`src/rtl/seq_requester_pkg.sv`:
```
// seq_requester_pkg
//   Shared definitions for the sequence requester: response status codes,
//   requester FSM states and the operand widths used by the sequence
//   generator it drives.
package seq_requester_pkg;

  localparam int ORDER_W = 16;
  localparam int DATA_W  = 64;

  typedef logic [ORDER_W-1:0] seq_order_t;
  typedef logic [DATA_W-1:0]  seq_data_t;

  typedef enum logic [1:0] {
    STATUS_OK  = 2'd0,
    STATUS_OVF = 2'd1,
    STATUS_ERR = 2'd2,
    STATUS_TMO = 2'd3
  } seq_status_t;

  typedef enum logic [2:0] {
    S_IDLE  = 3'd0,
    S_LOAD1 = 3'd1,
    S_LOAD2 = 3'd2,
    S_WAIT  = 3'd3,
    S_CLEAR = 3'd4,
    S_RESP  = 3'd5
  } req_state_t;

endpackage

```
`src/rtl/seq_requester.sv`:
```
// seq_requester
//   Command-side driver for the sequence generator. Takes one request at a
//   time (valid/ready), applies a 2-cycle load pulse with the selected mode
//   and operands, waits for done/overflow/error, clears the generator when
//   it stopped on a fault, and returns one response (valid/ready).
//
// Ports
//   clk, reset_n              clock, asynchronous active-low reset
//   req_valid/req_ready       request handshake (ready only in IDLE)
//   req_fib, req_tri          requested mode (exactly one must be set)
//   req_order, req_seed       Nth term and initial value
//   rsp_valid/rsp_ready       response handshake
//   rsp_data, rsp_status      result (0 unless OK) and seq_status_t
//   gen_fibonacci/triangle    generator mode pins
//   gen_load, gen_clear       generator load pulse / clear pulse
//   gen_order, gen_data_in    generator operands
//   gen_done, gen_data_out    generator completion pulse and result
//   gen_overflow, gen_error   generator fault levels
//
// Configuration
//   SEQ_REQ_TIMEOUT_EN  when defined, WAIT aborts with status TMO after
//                       TIMEOUT_CYCLES cycles without a generator event.
module seq_requester
  import seq_requester_pkg::*;
#(
  parameter int TIMEOUT_CYCLES = 1024
) (
  input  logic              clk,
  input  logic              reset_n,
  input  logic              req_valid,
  output logic              req_ready,
  input  logic              req_fib,
  input  logic              req_tri,
  input  logic [15:0]       req_order,
  input  logic [63:0]       req_seed,
  output logic              rsp_valid,
  input  logic              rsp_ready,
  output logic [63:0]       rsp_data,
  output logic [1:0]        rsp_status,
  output logic              gen_fibonacci,
  output logic              gen_triangle,
  output logic              gen_load,
  output logic              gen_clear,
  output logic [15:0]       gen_order,
  output logic [63:0]       gen_data_in,
  input  logic              gen_done,
  input  logic [63:0]       gen_data_out,
  input  logic              gen_overflow,
  input  logic              gen_error
);

  req_state_t  state_q, state_d;
  seq_status_t status_q, status_d;
  seq_data_t   result_q, result_d;
  seq_order_t  order_q;
  seq_data_t   seed_q;
  logic        fib_q, tri_q;
  logic        capture;

`ifdef SEQ_REQ_TIMEOUT_EN
  localparam int CNT_W = $clog2(TIMEOUT_CYCLES + 1);
  logic [CNT_W-1:0] cnt_q, cnt_d;
  logic             timeout_hit;
  assign timeout_hit = (cnt_q == CNT_W'(TIMEOUT_CYCLES - 1));
`else
  logic [31:0] unused_timeout_cycles;
  assign unused_timeout_cycles = 32'(TIMEOUT_CYCLES);
`endif

  always_comb begin
    state_d  = state_q;
    status_d = status_q;
    result_d = result_q;
    capture  = 1'b0;
`ifdef SEQ_REQ_TIMEOUT_EN
    cnt_d    = cnt_q;
`endif
    case (state_q)
      S_IDLE: begin
        if (req_valid) begin
          capture  = 1'b1;
          result_d = '0;
          // Illegal mode combinations answer directly without touching
          // the generator.
          if (req_fib ^ req_tri) begin
            state_d = S_LOAD1;
          end else begin
            status_d = STATUS_ERR;
            state_d  = S_RESP;
          end
        end
      end
      S_LOAD1: state_d = S_LOAD2;
      S_LOAD2: begin
        state_d = S_WAIT;
`ifdef SEQ_REQ_TIMEOUT_EN
        cnt_d   = '0;
`endif
      end
      S_WAIT: begin
`ifdef SEQ_REQ_TIMEOUT_EN
        cnt_d = cnt_q + CNT_W'(1);
`endif
        // Priority error > overflow > done; the generator returns to idle
        // by itself after done, so only faults need a clear.
        if (gen_error) begin
          status_d = STATUS_ERR;
          state_d  = S_CLEAR;
        end else if (gen_overflow) begin
          status_d = STATUS_OVF;
          state_d  = S_CLEAR;
        end else if (gen_done) begin
          status_d = STATUS_OK;
          result_d = gen_data_out;
          state_d  = S_RESP;
        end
`ifdef SEQ_REQ_TIMEOUT_EN
        else if (timeout_hit) begin
          status_d = STATUS_TMO;
          state_d  = S_CLEAR;
        end
`endif
      end
      S_CLEAR: state_d = S_RESP;
      S_RESP: begin
        if (rsp_ready) state_d = S_IDLE;
      end
      default: state_d = S_IDLE;
    endcase
  end

  always_ff @(posedge clk or negedge reset_n) begin
    if (!reset_n) begin
      state_q  <= S_IDLE;
      status_q <= STATUS_OK;
`ifdef SEQ_REQ_TIMEOUT_EN
      cnt_q    <= '0;
`endif
    end else begin
      state_q  <= state_d;
      status_q <= status_d;
`ifdef SEQ_REQ_TIMEOUT_EN
      cnt_q    <= cnt_d;
`endif
    end
  end

  // Operand and result registers; every output using them is gated by
  // state, so they need no reset.
  always_ff @(posedge clk) begin
    result_q <= result_d;
    if (capture) begin
      fib_q   <= req_fib;
      tri_q   <= req_tri;
      order_q <= req_order;
      seed_q  <= req_seed;
    end
  end

  // Moore output decode: state and registered data only.
  logic drive_mode, drive_ops;
  assign drive_mode = (state_q == S_LOAD1) || (state_q == S_LOAD2) || (state_q == S_WAIT);
  assign drive_ops  = drive_mode || (state_q == S_CLEAR);

  assign req_ready     = (state_q == S_IDLE);
  assign rsp_valid     = (state_q == S_RESP);
  assign rsp_data      = rsp_valid ? result_q : '0;
  assign rsp_status    = rsp_valid ? status_q : STATUS_OK;
  assign gen_load      = (state_q == S_LOAD1) || (state_q == S_LOAD2);
  assign gen_clear     = (state_q == S_CLEAR);
  assign gen_fibonacci = drive_mode && fib_q;
  assign gen_triangle  = drive_mode && tri_q;
  assign gen_order     = drive_ops ? order_q : '0;
  assign gen_data_in   = drive_ops ? seed_q : '0;

endmodule

```
`config.mk`:
```
export PLATFORM = sky130hd
export DESIGN_NAME = seq_requester
export DESIGN_NICKNAME = d
export VERILOG_FILES = /design/src/rtl/seq_requester_pkg.sv /design/src/rtl/seq_requester.sv
export SDC_FILE = /design/constraint.sdc
export NUM_CORES = 1
export LEC_CHECK = 0
export BUFFER_PORTS_ARGS = -buffer_cell sky130_fd_sc_hd__buf_2
export CORE_AREA = 2 2 121 123
export DETAILED_ROUTE_END_ITERATION = 12
export DIE_AREA = 0 0 123 125
export PLACE_DENSITY = 0.77
export SYNTH_ARGS = -nofsm -noshare
export SYNTH_HDL_FRONTEND = slang
export SYNTH_SLANG_ARGS = --single-unit
```
`constraint.sdc`:
```
create_clock -name clk -period 9.75 [get_ports clk]
set_clock_uncertainty 0.1 [all_clocks]
set_input_delay 1.4625 -clock clk [delete_from_list [all_inputs] [get_ports clk]]
set_output_delay 1.4625 -clock clk [all_outputs]
set_load 0.01 [all_outputs]
```
==> run summary, run 1 <==
RUN STATUS
--------------------------------------------------------------------------------------
Outcome                                                                   finished, final reports clean

WORST SETUP PATH
--------------------------------------------------------------------------------------
Worst stage delay on the critical path                                         0.49 ns
Largest driver fanout on the critical path                                          68
Required arrival time at the worst endpoint                                    8.19 ns
Endpoint type of the worst setup path                                      output port
Arr. time, crit path                                                           2.43 ns
Crit-path slowest cell                                                    sky130_fd_sc_hd__dfrtp_1
Critical path type                                                          reg -> out
Critical path origin                                                        state_q[1]
Crit path cell chain                                                      or2_1, xnor2_4, buf_4, and2_1, buf_2
Worst reg2reg startpoint                                                    state_q[1]
Startpoint class of the critical path                                             flop

STA
--------------------------------------------------------------------------------------
Slew headroom                                                                    32.2%
Setup TNS                                                                         0 ns
Final cycle utilization of the critical path                                     41.0%
Unrepaired setup endpoints after global routing                                     no
Final Setup Violations                                                               0
Setup slack after layout                                                       5.76 ns
Fmax                                                                           250 MHz
Fin. Hold Viols                                                                      0
Slew @ Worst Pin                                                               1.02 ns
Fin crit period                                                                3.99 ns
Number of max-slew violations in the final report                                    0
WHS                                                                           0.498 ns

SYNTHESIS
--------------------------------------------------------------------------------------
Average cell area after synthesis                                             14.5 µm²
Most used standard cell by instance count after synthesis                 sky130_fd_sc_hd__and2_1
Sequential element share of the synthesized area                                 72.5%
Cell type with the largest total area after synthesis                     sky130_fd_sc_hd__edfxtp_1
Number of synthesized flops with an enable pin                                     146
Syn Nets                                                                           581
Synth cell count leaders                                                  209 x sky130_fd_sc_hd__and2_1, 146 x sky130_fd_sc_hd__edfxtp_1, 12 x sky130_fd_sc_hd__clkbuf_1
Count of synthesis-stage warnings from yosys                                         0
Synthesized netlist cell count                                                     428
Fraction of post-synthesis cell area in the top cell type by area                70.5%
Flip-flop and latch count after synthesis                                          151
Number of unique standard cell types used by synthesis                              28
Async S/R FF share, synth                                                        3.31%
Top FF cell, synth                                                        sky130_fd_sc_hd__edfxtp_1
Cell types occupying the most area after synthesis                        sky130_fd_sc_hd__edfxtp_1 71%, sky130_fd_sc_hd__and2_1 21%, sky130_fd_sc_hd__dfrtp_1 2.0%, sky130_fd_sc_hd__clkbuf_2 0.72%, sky130_fd_sc_hd__clkbuf_1 0.72%
Mapped cell area                                                              6220 µm²

FINISH
--------------------------------------------------------------------------------------
Syn-to-layout area delta                                                         35.5%
Net count, final                                                                   880
Ratio of cells with drive above 1 in the final layout                            46.1%
ANT cells                                                                            0
End-of-flow core utilization                                                     59.3%

GLOBAL ROUTE
--------------------------------------------------------------------------------------
Overflow left after global routing                                                   0
GR Util met3                                                                     8.85%
Busiest grt layer                                                                 met2
Wire length of the first global-routing pass                                  21200 µm
Vias in the first global route                                                    4315
All-Layer GR Usage                                                               18.2%
Largest net degree at the start of global routing                                   83
Antenna violations before repair                                                     2
Met2 usage                                                                       30.5%
Met1 Track Usage GR                                                              19.6%

CTS
--------------------------------------------------------------------------------------
Clock insertion delay at the later pin of the skew report                      0.40 ns
CTS Root Buffer Type                                                      sky130_fd_sc_hd__clkbuf_16
Resized cells post-CTS                                                               0
TritonCTS buffer count                                                              17
Count of hold-fix buffers inserted at cts                                            0
Number of H-tree branching levels                                                    4
CTS tree                                                                          done
Post-CTS setup buffers                                                               0
Number of sinks driven by the clock tree                                           151
CTS max path bufs                                                                    2
Clock slew at the register clock pins of the worst setup and hold paths        0.06 ns

PWR
--------------------------------------------------------------------------------------
Overall power                                                                  2.45 mW
Sequential Power Share                                                           37.9%
Total net switching power                                                     0.813 mW
Portion of total power attributed to the clock network                           25.2%
Max rail drop VDD                                                             0.118 mV
Cell internal power dissipation                                                1.64 mW
Fraction of power spent switching nets                                           33.1%
Ratio of total power to cell area                                           291 nW/µm²
Reported leakage power                                                         3.78 nW
Logic pwr share                                                                  36.9%

WORST HOLD PATH
--------------------------------------------------------------------------------------
Tightest Hold Check Type                                                    reg -> reg
Launch point of the worst hold path                                        status_q[0]

FLOORPLANNING
--------------------------------------------------------------------------------------
Effective utilization at floorplan                                               43.8%
Die width                                                                       123 µm
Die area                                                                     15400 µm²
Placeable core region                                                        14200 µm²
I/O pin count                                                                      305
Standard-cell rows                                                                  44
Die Y-Extent                                                                    125 µm

DRT
--------------------------------------------------------------------------------------
Number of DRC markers after the initial detailed-route iteration                   248
Total vias in the final route                                                     4252
Aggregate routed wire length                                                  14200 µm
Post-route ant nets                                                                  0
Routed WL per cell                                                             15.4 µm
Pre-Repair DR Iteration Count                                                        4
DR DRC count                                                                         0
DR vias/cell                                                                      4.61

PLACED DESIGN
--------------------------------------------------------------------------------------
IO buf count                                                                       304
Routability cong.                                                                0.814
Pre-CTS setup slack                                                            6.13 ns
Detail Placement HPWL                                                         10500 µm

RUN
--------------------------------------------------------------------------------------
Number of maximum-capacitance violations                                             0

==> worst max-delay path, delay by kind of cell (launching register included) <==
family,cells,cell delay [ns]
xor gates and xnor gates,1,0.31
DFF,1,0.49
and+or+nand+nor,2,0.61
buffers and inverters,2,0.60
==> power groups by stage <==
stage / logic, mW / registers [mW] / clock network [mW]
floorplan: 0.593 / 0.929 / 0
global placement: 0.904 / 0.935 / 0
detailed placement: 0.924 / 0.941 / 0
CTS: 0.927 / 0.928 / 0.634
global route: 1.01 / 0.940 / 0.658
finish: 0.905 / 0.928 / 0.618
==> metal layers <==
layer	routed length, µm	vias up
li1	-	2053
met1	5250	1957
met2	6920	219
met3	1750	19
met4	265	4
met5	27	-
==> through the flow <==
| stage | std cells | area, µm² |
|---|---|---|
| 6_report | 922 | 8420 |
| 5_1_grt | 922 | 8420 |
| 4_1_cts | 922 | 8420 |
| 3_5_place_dp | 892 | 7870 |
| 3_3_place_gp | 892 | 7870 |
| 2_1_floorplan | 428 | 6220 |
==> cells by family (layout without fill, tap and decap cells) <==
kind of cell    Yosys count  in the layout  share of synthesized area, %
buf+inv                  32            342                          2.44
compound gates           14             14                          1.63
simple gates            228            228                          22.7
flops                   151            151                          72.5
xor+xnor                  3              3                         0.725
==> registers in the layout (all words and copies together), names as in the netlist <==
signal,count
status_q,2
order_q,16
tri_q,1
fib_q,1
seed_q,64
state_q,3
result_q,64
==> cell usage in the layout (no fill, tap or decap), drive strengths merged, types with 2 or more instances in the layout <==
cell type,count
buf,307
and2,209
edfxtp,146
clkbuf,18
nor3,7
inv,7
dfrtp,5
clkinv,5
nor2,4
a21oi,3
clkinvlp,3
and3b,2
and3,2
nand2,2
o211ai,2
o31a,2
bufinv,2
xnor2,2
==> cell type report <==
cell class / instances / area (µm²)
fillers: 1121 / 5780
flip-flops and latches: 151 / 4510
multi-input cells: 245 / 1560
repair buffers: 307 / 1540
clock buffers: 18 / 429
well taps: 184 / 230
clock inverters: 12 / 128
inverters: 5 / 18.8
==> worst paths after layout <==
check                                  endpoint  slack [ns]  cells after the start
max in group asynchronous           status_q[1]        8.63                      1
min in group asynchronous           status_q[0]        0.77                      1
worst min-delay path                status_q[0]        0.50                      2
worst max-delay path            gen_data_in[11]        5.76                      5
worst max register to register     result_q[59]        6.76                      3
worst min register to register      status_q[0]        0.50                      2
Power figures use the tool's default switching activity.
==> inputs of run 2 (changes only) <==
- CORE_AREA: 2 2 121 123 -> 2 2 125 127
- DIE_AREA: 0 0 123 125 -> 0 0 127 129
- PLACE_DENSITY: 0.77 -> 0.76
- clock period: 9.75 -> 3.6 ns (I/O delays scaled with it)
==> run 2 against run 1 <==
Net effect:
- die area rose by 6.6%
- power grew to 2.8 times the previous value
- cell count up 1.1%
- register-to-register slack lost 5.6 ns
- sequential share of layout area shrank 0.86 points
- non-clock buffer count rose by 2
- critical endpoint is now gen_data_in[26]
- largest cell class unchanged
==> run summary, run 2 (synthesis results as in run 1) <==
RUN STATUS
--------------------------------------------------------------------------------------
Outcome                                                                   finished, final reports clean

GLOBAL ROUTE
--------------------------------------------------------------------------------------
Vias in the first global route                                                    4254
Overflow left after global routing                                                   0
Antenna violations before repair                                                     1
Largest net degree at the start of global routing                                   83
Wire length of the first global-routing pass                                  21600 µm
All-Layer GR Usage                                                               17.5%

WORST SETUP PATH
--------------------------------------------------------------------------------------
Arr. time, crit path                                                           2.41 ns
Critical path type                                                          reg -> out
Endpoint type of the worst setup path                                      output port
Largest driver fanout on the critical path                                          80
Startpoint class of the critical path                                             flop
Required arrival time at the worst endpoint                                    2.96 ns

STA
--------------------------------------------------------------------------------------
Fmax                                                                           328 MHz
Slew headroom                                                                    30.5%
Fin crit period                                                                3.05 ns
Slew @ Worst Pin                                                               1.04 ns
Final Setup Violations                                                               0
Fin. Hold Viols                                                                      0
Unrepaired setup endpoints after global routing                                     no
Number of max-slew violations in the final report                                    0
Final cycle utilization of the critical path                                     84.6%

CTS
--------------------------------------------------------------------------------------
Count of hold-fix buffers inserted at cts                                            1
TritonCTS buffer count                                                              17
Resized cells post-CTS                                                               0
CTS max path bufs                                                                    2
Clock slew at the register clock pins of the worst setup and hold paths        0.06 ns
Number of sinks driven by the clock tree                                           151
Clock insertion delay at the later pin of the skew report                      0.41 ns
Post-CTS setup buffers                                                               0
CTS Root Buffer Type                                                      sky130_fd_sc_hd__clkbuf_16
Number of H-tree branching levels                                                    4
CTS tree                                                                          done

FINISH
--------------------------------------------------------------------------------------
Ratio of cells with drive above 1 in the final layout                            46.2%
End-of-flow core utilization                                                     57.2%
Largest registers ranked by flip-flop count                               result_q: 64 flops, seed_q: 64 flops, order_q: 16 flops
Final Instance Count excl. Fillers                                                 932
Syn-to-layout area delta                                                         37.7%
Commonest non-fill, non-tap cell in the layout                            sky130_fd_sc_hd__buf_2
Net count, final                                                                   882
Most frequent cells in the layout                                         304 x sky130_fd_sc_hd__buf_2, 209 x sky130_fd_sc_hd__and2_1, 146 x sky130_fd_sc_hd__edfxtp_1, 17 x sky130_fd_sc_hd__clkbuf_16, 6 x sky130_fd_sc_hd__nor3_1
Filler cells                                                                      1245

FLOORPLANNING
--------------------------------------------------------------------------------------
Standard-cell rows                                                                  45
I/O pin count                                                                      305
Effective utilization at floorplan                                               41.5%
Placeable core region                                                        15000 µm²
Die area                                                                     16400 µm²
Die width                                                                       127 µm
Die Y-Extent                                                                    129 µm

DRT
--------------------------------------------------------------------------------------
Total vias in the final route                                                     4263
Routed WL per cell                                                             15.5 µm
Post-route ant nets                                                                  0
DR vias/cell                                                                      4.57
Pre-Repair DR Iteration Count                                                        4
DR DRC count                                                                         0
Aggregate routed wire length                                                  14500 µm
Number of DRC markers after the initial detailed-route iteration                   268

PLACED DESIGN
--------------------------------------------------------------------------------------
Placed instance count                                                              897
Detail Placement HPWL                                                         10500 µm
IO buf count                                                                       304
Routability cong.                                                                0.787

PWR
--------------------------------------------------------------------------------------
Max rail drop VDD                                                             0.405 mV
Ratio of total power to cell area                                           811 nW/µm²
Reported leakage power                                                         3.84 nW

RUN
--------------------------------------------------------------------------------------
Number of maximum-capacitance violations                                             0

WORST HOLD PATH
--------------------------------------------------------------------------------------
Tightest Hold Check Type                                                     in -> reg

-- run 2: changes by cell type in the layout (fill, tap and decap cells not counted), sizes merged --
cell,before,now
clkinv,5,6
dlygate4sd3,0,1
diode,0,2
clkinvlp,3,1
bufinv,2,5
buf,307,308
-- run 2: path summary, 6_finish.rpt --
check | start | endpoint | slack [ns] | cells after the start
max in group asynchronous | reset_n | state_q[1] | 2.87 | 2
min | req_seed[8] | seed_q[8] | 0.20 | 1
min in group asynchronous | reset_n | state_q[0] | 0.40 | 2
min reg2reg | status_q[0] | status_q[0] | 0.47 | 2
max | state_q[1] | gen_data_in[26] | 0.55 | 5
max reg2reg | state_q[1] | seed_q[9] | 1.14 | 3
-- run 2: layout make-up --
type	instances	area, µm²	area share (%)
Antenna cell	2	5.00	0.0585
Clock buffer	18	429	5.01
Clock inverter	14	223	2.60
Inverter	5	18.8	0.219
Multi-Input combinational cell	245	1580	18.4
Sequential cell	151	4510	52.7
Tap cell	188	235	2.75
Timing Repair Buffer	309	1560	18.2
-- run 2: per-layer routing --
metal | share of wire, % | GRT usage (%)
met1 | 37 | 18.7
met2 | 51 | 30.5
met3 | 10 | 7.07
met4 | 2.1 | 8.02
met5 | 0 | 0
-- run 2: critical path: stages (launching register included) --
cell	delay (ns)
sky130_fd_sc_hd__dfrtp_1	0.53
sky130_fd_sc_hd__or2_1	0.41
sky130_fd_sc_hd__xnor2_4	0.15
sky130_fd_sc_hd__buf_4	0.46
sky130_fd_sc_hd__and2_1	0.25
sky130_fd_sc_hd__buf_2	0.15
-- run 2: per-stage QoR --
| step | worst slack [ns] | hold WS, ns | TNS (ns) | total power [mW] | cell area (µm²) |
|---|---|---|---|---|---|
| after floorplan | -0.819 | 0.144 | -52.39 | 4.11 | 6230 |
| after global placement | 1.07 | 0.261 | 0 | 5.02 | 7890 |
| after detailed placement | 0.990 | 0.268 | 0 | 5.08 | 7890 |
| after CTS | 0.522 | 0.173 | 0 | 7.03 | 8550 |
| after global routing | 0.358 | 0.173 | 0 | 7.34 | 8550 |
| final | 0.554 | 0.200 | 0 | 6.94 | 8560 |
-- run 2: report_power, final --
group          internal (mW)  switching (mW)
registers               2.40           0.116
clock network           1.24           0.701
logic                   1.04            1.45
==> inputs of run 3 (changes only) <==
- clock period: 3.6 -> 2.5 ns (I/O delays scaled with it)
==> run 3 against run 2 <==
Net effect:
- setup slack lost 0.49 ns
- via count grew 1.1%
- worst hold slack lost 0.16 ns
- power grew 50%
- sequential share of layout area shrank 0.87 points
- highest routed layer unchanged
==> run summary, run 3 (synthesis results as in run 1) <==
WORST SETUP PATH
--------------------------------------------------------------------------------------
Flop-to-flop setup slack                                                       0.52 ns
Startpoint class of the critical path                                             flop
Critical path type                                                          reg -> out
Worst reg2reg startpoint                                                    state_q[1]
Arr. time, crit path                                                           1.97 ns
Endpoint type of the worst setup path                                      output port
Required arrival time at the worst endpoint                                    2.03 ns
Largest driver fanout on the critical path                                          20
Worst reg2reg path endpoint                                                 seed_q[27]
Worst r2r path cells                                                                 4

FLOORPLANNING
--------------------------------------------------------------------------------------
Placeable core region                                                        15000 µm²
Effective utilization at floorplan                                               41.5%
I/O pin count                                                                      305
Die Y-Extent                                                                    129 µm
Die width                                                                       127 µm
Die area                                                                     16400 µm²
Standard-cell rows                                                                  45

GLOBAL ROUTE
--------------------------------------------------------------------------------------
Overflow left after global routing                                                   0
GR Util met3                                                                     7.69%
Met2 usage                                                                       29.9%
All-Layer GR Usage                                                               17.6%
Vias in the first global route                                                    4246
Wire length of the first global-routing pass                                  21900 µm
Busiest grt layer                                                                 met2
Antenna violations before repair                                                     2
Met1 Track Usage GR                                                              19.7%
Largest net degree at the start of global routing                                   83

STA
--------------------------------------------------------------------------------------
Slew @ Worst Pin                                                              0.508 ns
Setup TNS                                                                         0 ns
Final Setup Violations                                                               0
Number of max-slew violations in the final report                                    0
Fin crit period                                                                2.44 ns
Slew headroom                                                                    66.1%
Fmax                                                                           410 MHz
Final cycle utilization of the critical path                                     97.6%
Fin. Hold Viols                                                                      0

CTS
--------------------------------------------------------------------------------------
Number of H-tree branching levels                                                    4
Clock insertion delay at the later pin of the skew report                      0.41 ns
Clock slew at the register clock pins of the worst setup and hold paths        0.06 ns
TritonCTS buffer count                                                              17
Number of sinks driven by the clock tree                                           151
CTS tree                                                                          done
CTS max path bufs                                                                    2
CTS Root Buffer Type                                                      sky130_fd_sc_hd__clkbuf_16

DRT
--------------------------------------------------------------------------------------
Aggregate routed wire length                                                  15300 µm
Routed WL per cell                                                             16.3 µm
Number of DRC markers after the initial detailed-route iteration                   217
DR DRC count                                                                         0
DR vias/cell                                                                      4.57
Total vias in the final route                                                     4312
Post-route ant nets                                                                  0
Pre-Repair DR Iteration Count                                                        4

PLACED DESIGN
--------------------------------------------------------------------------------------
Cell Area, Placed                                                             7970 µm²
IO buf count                                                                       304
Detail Placement HPWL                                                         10700 µm
Routability cong.                                                                0.844

FINISH
--------------------------------------------------------------------------------------
Most frequent cells in the layout                                         304 x sky130_fd_sc_hd__buf_2, 209 x sky130_fd_sc_hd__and2_1, 146 x sky130_fd_sc_hd__edfxtp_1, 19 x sky130_fd_sc_hd__clkbuf_16
Largest registers ranked by flip-flop count                               result_q: 64 flops, seed_q: 64 flops, order_q: 16 flops
Ratio of cells with drive above 1 in the final layout                            47.5%
Net count, final                                                                   894
Filler cells                                                                      1209
Commonest non-fill, non-tap cell in the layout                            sky130_fd_sc_hd__buf_2
Syn-to-layout area delta                                                         40.1%
Finished Cell Area                                                            8710 µm²

RUN STATUS
--------------------------------------------------------------------------------------
Outcome                                                                   finished, final reports clean

WORST HOLD PATH
--------------------------------------------------------------------------------------
Tightest Hold Check Type                                                     in -> reg
Cell depth of the worst min-delay path                                               1
Destination of the worst hold path                                          order_q[1]
Launch point of the worst hold path                                       req_order[1]

PWR
--------------------------------------------------------------------------------------
Max rail drop VDD                                                             0.457 mV
Ratio of total power to cell area                                          1200 nW/µm²
Reported leakage power                                                         3.90 nW

RUN
--------------------------------------------------------------------------------------
Number of maximum-capacitance violations                                             0

run 3: cell count changes in the layout (fill, tap and decap cells not counted):
cell                         previous run  this run
sky130_fd_sc_hd__dfrtp_2                0         3
sky130_fd_sc_hd__clkinv_2               0         3
sky130_fd_sc_hd__clkinv_4               5         1
sky130_fd_sc_hd__inv_6                  2         1
sky130_fd_sc_hd__buf_12                 0         6
sky130_fd_sc_hd__or2_1                  1         0
sky130_fd_sc_hd__buf_6                  0         3
sky130_fd_sc_hd__buf_4                  4         5
sky130_fd_sc_hd__clkbuf_16             17        19
sky130_fd_sc_hd__clkinvlp_4             1         4
sky130_fd_sc_hd__dfrtp_1                5         2
sky130_fd_sc_hd__bufinv_16              5         3
sky130_fd_sc_hd__or2_4                  0         1
run 3: area by class of cell:
class	count	area [µm²]	share of cell area, %
Antenna cell	2	5.00	0.0575
Clock buffer	18	429	4.93
Tap cell	188	235	2.70
Clock inverter	13	156	1.80
Multi-Input combinational cell	245	1580	18.1
Timing Repair Buffer	321	1770	20.4
Sequential cell	151	4510	51.8
Inverter	5	18.8	0.215
run 3: metal layers:
layer  vias up  wire [µm]
met5         -          0
met3        19       1610
met2       208       7880
li1       2077          -
met4         0        240
met1      2008       5620
run 3: stage by stage:
step | power (mW) | std cells | hold WS (ns) | setup WS [ns] | utilization [%]
6_report | 10.4 | 943 | 0.0360 | 0.0593 | 58.2
3_3_place_gp | 7.31 | 899 | 0.0925 | 0.397 | 53.2
5_1_grt | 11.0 | 942 | 0.0108 | -0.00281 | 58.1
3_5_place_dp | 7.42 | 899 | 0.0974 | 0.323 | 53.2
2_1_floorplan | 5.92 | 428 | -0.0206 | -1.92 | -
4_1_cts | 9.98 | 931 | 0.0154 | 0.0166 | 57.2
run 3: timing repair:
item | 4_1_cts | 5_1_grt
hold buffers | 1 | 0
cloned | 0 | 5
pin swaps | 0 | 2
gates resized for setup | 3 | 1
hold endpoints to repair | 5 | 0
setup buffers | 0 | 5
setup endpoints to repair | 80 | 80
run 3: report_power, final:
part / switching, mW / internal [mW] / total (mW)
clock: 0.969 / 1.56 / 2.53
sequential: 0.153 / 3.45 / 3.60
combinational: 2.32 / 1.98 / 4.29
total: 3.44 / 6.98 / 10.4
run 3: critical path, stage by stage, from the launching register on:
cell and delay [ns]:
sky130_fd_sc_hd__dfrtp_2 0.43, sky130_fd_sc_hd__or2_4 0.30, sky130_fd_sc_hd__xnor2_4 0.23, sky130_fd_sc_hd__buf_12 0.16
sky130_fd_sc_hd__buf_6 0.17, sky130_fd_sc_hd__and2_1 0.14, sky130_fd_sc_hd__buf_2 0.12
run 3: worst max path at each step:
stage / start / to / slack (ns) / cells past startpoint
after floorplan: state_q[1] / result_q[0] / -1.92 / 5
after global placement: state_q[1] / gen_data_in[27] / 0.40 / 5
after detailed placement: state_q[1] / gen_data_in[58] / 0.32 / 5
after CTS: state_q[0] / gen_data_in[58] / 0.02 / 5
after global routing: state_q[1] / gen_data_in[42] / -0.003 / 6
final: state_q[1] / gen_order[5] / 0.06 / 6
